$ cat src/rtl/led_palette_pwm_driver.sv
// PWM driver for palette LEDs. All channels share one prescaler and one 0..254 duty counter.
// Palette inputs are latched into shadow registers only at period boundaries.
module led_palette_pwm_driver #(
  parameter int parm_color_led_count = 4,
  parameter int parm_basic_led_count = 4,
  parameter int parm_FCLK            = 40_000_000,
  parameter int parm_pwm_tick_hz     = 255_000
) (
  input  logic                              i_clk,
  input  logic                              i_srst,
  input  logic [8*parm_color_led_count-1:0] i_color_led_red_value,
  input  logic [8*parm_color_led_count-1:0] i_color_led_green_value,
  input  logic [8*parm_color_led_count-1:0] i_color_led_blue_value,
  input  logic [8*parm_basic_led_count-1:0] i_basic_led_lumin_value,
  output logic [parm_color_led_count-1:0]   eo_color_led_red,
  output logic [parm_color_led_count-1:0]   eo_color_led_green,
  output logic [parm_color_led_count-1:0]   eo_color_led_blue,
  output logic [parm_basic_led_count-1:0]   eo_basic_led,
  output logic                              o_period_strobe
);

  localparam int CN = parm_color_led_count;
  localparam int BN = parm_basic_led_count;
  localparam int D  = parm_FCLK / parm_pwm_tick_hz;
  localparam int PW = (D > 1) ? $clog2(D) : 1;
  localparam logic [PW-1:0] PRESC_LAST = PW'(D - 1);

  if (D < 1) begin : g_bad_divider
    $error("led_palette_pwm_driver: parm_FCLK / parm_pwm_tick_hz must be at least 1");
  end

  logic [PW-1:0]   r_presc;
  logic [7:0]      r_duty;
  logic            r_strobe;
  logic [8*CN-1:0] r_red_sh;
  logic [8*CN-1:0] r_green_sh;
  logic [8*CN-1:0] r_blue_sh;
  logic [8*BN-1:0] r_lumin_sh;
  logic [CN-1:0]   r_red;
  logic [CN-1:0]   r_green;
  logic [CN-1:0]   r_blue;
  logic [BN-1:0]   r_basic;
  logic            w_tick;
  logic            w_boundary;

  assign w_tick     = (r_presc == PRESC_LAST);
  assign w_boundary = w_tick && (r_duty == 8'd254);

  always_ff @(posedge i_clk) begin
    if (i_srst) begin
      r_presc  <= '0;
      r_duty   <= '0;
      r_strobe <= 1'b0;
    end else begin
      r_presc  <= w_tick ? '0 : r_presc + 1'b1;
      if (w_tick) begin
        r_duty <= (r_duty == 8'd254) ? 8'd0 : r_duty + 8'd1;
      end
      r_strobe <= w_boundary;
    end
  end

  always_ff @(posedge i_clk) begin
    if (i_srst) begin
      r_red_sh   <= '0;
      r_green_sh <= '0;
      r_blue_sh  <= '0;
      r_lumin_sh <= '0;
    end else if (w_boundary) begin
      r_red_sh   <= i_color_led_red_value;
      r_green_sh <= i_color_led_green_value;
      r_blue_sh  <= i_color_led_blue_value;
      r_lumin_sh <= i_basic_led_lumin_value;
    end
  end

  // Counter never reaches 255, so a shadow of 255 keeps the pin high through the wrap.
  always_ff @(posedge i_clk) begin
    if (i_srst) begin
      r_red   <= '0;
      r_green <= '0;
      r_blue  <= '0;
      r_basic <= '0;
    end else begin
      for (int n = 0; n < CN; n++) begin
        r_red[n]   <= (r_duty < r_red_sh[8*n +: 8]);
        r_green[n] <= (r_duty < r_green_sh[8*n +: 8]);
        r_blue[n]  <= (r_duty < r_blue_sh[8*n +: 8]);
      end
      for (int n = 0; n < BN; n++) begin
        r_basic[n] <= (r_duty < r_lumin_sh[8*n +: 8]);
      end
    end
  end

  assign eo_color_led_red   = r_red;
  assign eo_color_led_green = r_green;
  assign eo_color_led_blue  = r_blue;
  assign eo_basic_led       = r_basic;
  assign o_period_strobe    = r_strobe;

endmodule

$ cat config.mk
export PLATFORM = sky130hd
export DESIGN_NAME = led_palette_pwm_driver
export DESIGN_NICKNAME = d
export VERILOG_FILES = /design/src/rtl/led_palette_pwm_driver.sv
export SDC_FILE = /design/constraint.sdc
export NUM_CORES = 1
export LEC_CHECK = 0
export ABC_AREA = 0
export CAP_MARGIN = 20
export CELL_PAD_IN_SITES_DETAIL_PLACEMENT = 0
export CELL_PAD_IN_SITES_GLOBAL_PLACEMENT = 1
export CORE_MARGIN = 5
export CORE_UTILIZATION = 35
export CTS_BUF_LIST = sky130_fd_sc_hd__clkbuf_8
export CTS_CLUSTER_SIZE = 25
export DETAILED_ROUTE_END_ITERATION = 10
export HOLD_SLACK_MARGIN = 0.06
export PLACE_DENSITY_LB_ADDON = 0.05
export RECOVER_POWER = 50
export SYNTH_ARGS = -nofsm -noshare
export SYNTH_HDL_FRONTEND = slang
export SYNTH_SLANG_ARGS = --single-unit
$ cat constraint.sdc
create_clock -name i_clk -period 2.8 [get_ports i_clk]
set_input_delay 0.42 -clock i_clk [delete_from_list [all_inputs] [get_ports i_clk]]
set_output_delay 0.42 -clock i_clk [all_outputs]
set_load 0.01 [all_outputs]
==> impl_metrics.csv <==
group,metric,value,unit
run_status,status,"finished clean",
route,wirelength,20330,µm
yosys,async_flop_share,0,%
finish,nNetsFinal,1131,
yosys,syn_nets,985,
global_route,grt_pass1_wl,32770,µm
yosys,synth_cells,740,
global_route,grt_use_total,15.84,%
power,p_leak,3.984,nW
cts,cts_made_buffers,17,
sta,rsz0062_at_grt,"false",
finish,seqCellArea,0.003223,mm²
route,antenna_left,0,
sta,fin_crit,2.373,ns
place,gp_congestion,0.7490,
sta,tightest_slew,1.060,ns
sta,drv_slew,0,
worst_setup_path,cp.arrival,2.75,ns
global_route,grt_antenna_before_repair,2,
yosys,yosys-top-cells-area,"dfxtp_1, ha_1, a22o_1",
cts,hold_buffers,0,
cts,clk_latency,0.45,ns
yosys,yosysSeqAreaShare,41.62,%
finish,multi_input_area,0.003908,mm²
floorplanning,core_region_area,0.02182,mm²
yosys,ys_ff_latch,161,
finish,antenna_cells,0,
worst_setup_path,startpoint_type,"flip-flop",
route,drc,0,
yosys,yosysWarnings,0,
job,cap_violations,0,
yosys,yosysUniqueCellTypes,34,
yosys,yosysTopAreaCell,"dfxtp_1",
floorplanning,start_util,35.48,%
yosys,synth_edf_count,0,
yosys,synth_top_area_share,41.62,%
finish,fill_cells,2068,
worst_setup_path,crit_path_end_kind,"flip-flop",
finish,drive_gt1_share,5.339,%
floorplanning,pin_count,147,
worst_setup_path,path_max_fanout,94,
yosys,yosysMostFrequentCell,"dfxtp_1",
cts,cts-root-buf,"clkbuf_8",
yosys,synthTopCellsByCount,"dfxtp_1, a22o_1, ha_1, inv_1, a21o_1",
min_path,min_path_type,"in -> reg",
route,via_per_inst,5.083,
sta,relSlewSlack,29.37,%
worst_setup_path,critPathKind,"reg -> reg",
global_route,grt_max_degree,95,
place,dp_hpwl,13780,µm
floorplanning,chipWidth,158.7,µm
power,p_per_area,445.7,mW/mm²
sta,finalHoldViolCount,0,
floorplanning,die_y,158.7,µm
yosys,ys.flop_type,"dfxtp_1",
sta,tns,0,ns
route,dr.pass1.iters,4,
cts,cts_tree,"done",
global_route,grt_pass1_vias,6341,
sta,clock_skew,0.01280,ns
floorplanning,fp-row-count,54,
cts,htreeDepth,4,
cts,clk_pin_slew,0.10,ns
worst_setup_path,cp_data_required_time,3.18,ns
global_route,grt_overflow,0,
sta,finalCritPeriodShare,84.74,%
yosys,avgSynthCellArea,10.46,µm²
finish,final_util,45.38,%
route,wl_per_cell,17.24,µm
place,io_buffer_count,146,
power,peakVddDrop,0.2680,mV
cts,cts_resized,0,
sta,max_freq,421.4,MHz
cts,clock-sinks,161,
sta,setup_viol,0,
yosys,syn_area,0.007744,mm²
floorplanning,die-area,0.02520,mm²
cts,postCtsSetupRepairBufs,0,
worst_setup_path,r2r_slack,0.43,ns
route,drt-initial-drc-count,211,
finish,syn2layout_area_growth,27.89,%
route,vias,5993,
cts,cts_max_path_buffers,2,
critical path, cell delays in order (launching register included):
cell	delay [ns]
dfxtp_1	0.38
ha_1	0.23
and4bb_1	0.32
nand2_1	0.24
nor3b_4	0.26
buf_6	0.60
a22o_1	0.23
layout make-up:
class / instances / area share [%]
Multi-Input combinational cell: 431 / 39.46
Tap cell: 280 / 3.538
Timing Repair Buffer: 161 / 15.81
Sequential cell: 161 / 32.55
Clock inverter: 15 / 1.971
Clock buffer: 17 / 2.363
Inverter: 114 / 4.321
stage by stage:
| step | std cells | cell area, µm² | hold WS, ns | total power, W | setup WS (ns) |
|---|---|---|---|---|---|
| floorplan | 740 | 7744 | 0.4258 | 0.002395 | 0.8769 |
| global route | 1179 | 9903 | 0.4384 | 0.004603 | 0.2185 |
| CTS | 1179 | 9920 | 0.4023 | 0.004484 | 0.5689 |
| finish | 1179 | 9903 | 0.4441 | 0.004414 | 0.4272 |
| detailed placement | 1147 | 9490 | 0.4501 | 0.002604 | 0.6054 |
| global placement | 1147 | 9490 | 0.4405 | 0.002604 | 0.6631 |
flip-flops by register name, indices dropped and copies added, names as in the netlist:
name / count
eo_color_led_green: 4
r_blue_sh: 32
eo_color_led_red: 4
o_period_strobe: 1
r_presc: 8
r_red_sh: 32
eo_color_led_blue: 4
eo_basic_led: 4
r_duty: 8
r_lumin_sh: 32
r_green_sh: 32
power by group:
part / switching, W / internal [W] / total [W]
registers: 0.00000285 / 0.00229 / 0.00229
clock network: 0.000951 / 0.000915 / 0.00187
logic: 0.0000856 / 0.000169 / 0.000254
cells in the final DEF (no fill, tap or decap), types with 4 or more instances in the layout:
cell	n
clkdlybuf4s50_1	128
inv_6	7
a21o_1	34
a2111oi_0	15
ha_1	115
o31a_1	15
dfxtp_1	161
nor3_1	15
dlygate4sd3_1	17
nand4_1	4
a211oi_1	17
nand2b_1	17
o2111ai_1	15
nor2_1	13
clkbuf_8	17
nand2_1	7
inv_1	114
buf_4	12
a22o_1	128
xor2_1	9
cell families (layout without fill, tap and decap cells):
kind of cell,count (synthesis),after routing,share of synthesized area (%)
fa+ha+maj,115,115,18.58
flops,161,161,41.62
xor+xnor,11,11,1.244
buf+inv,148,307,8.095
simple gates,73,73,5.284
compound gates,232,232,25.17
metal layers:
layer	global-route usage [%]	part of all wire, %	vias to the layer above
met5	0	0.13	-
met4	3.559	0.71	4
met3	4.251	4.0	13
met1	20.86	48	2851
li1	-	-	3011
met2	26.04	47	114
final timing paths:
| kind | end | depth (start not counted) | from |
|---|---|---|---|
| worst min-delay path | r_duty[1] | 2 | i_srst |
| worst min register to register | r_presc[0] | 1 | r_presc[0] |
| worst max register to register | r_blue_sh[4] | 6 | r_presc[0] |
| worst max-delay path | r_blue_sh[4] | 6 | r_presc[0] |
Note: power is estimated with default switching activity, not from simulation.
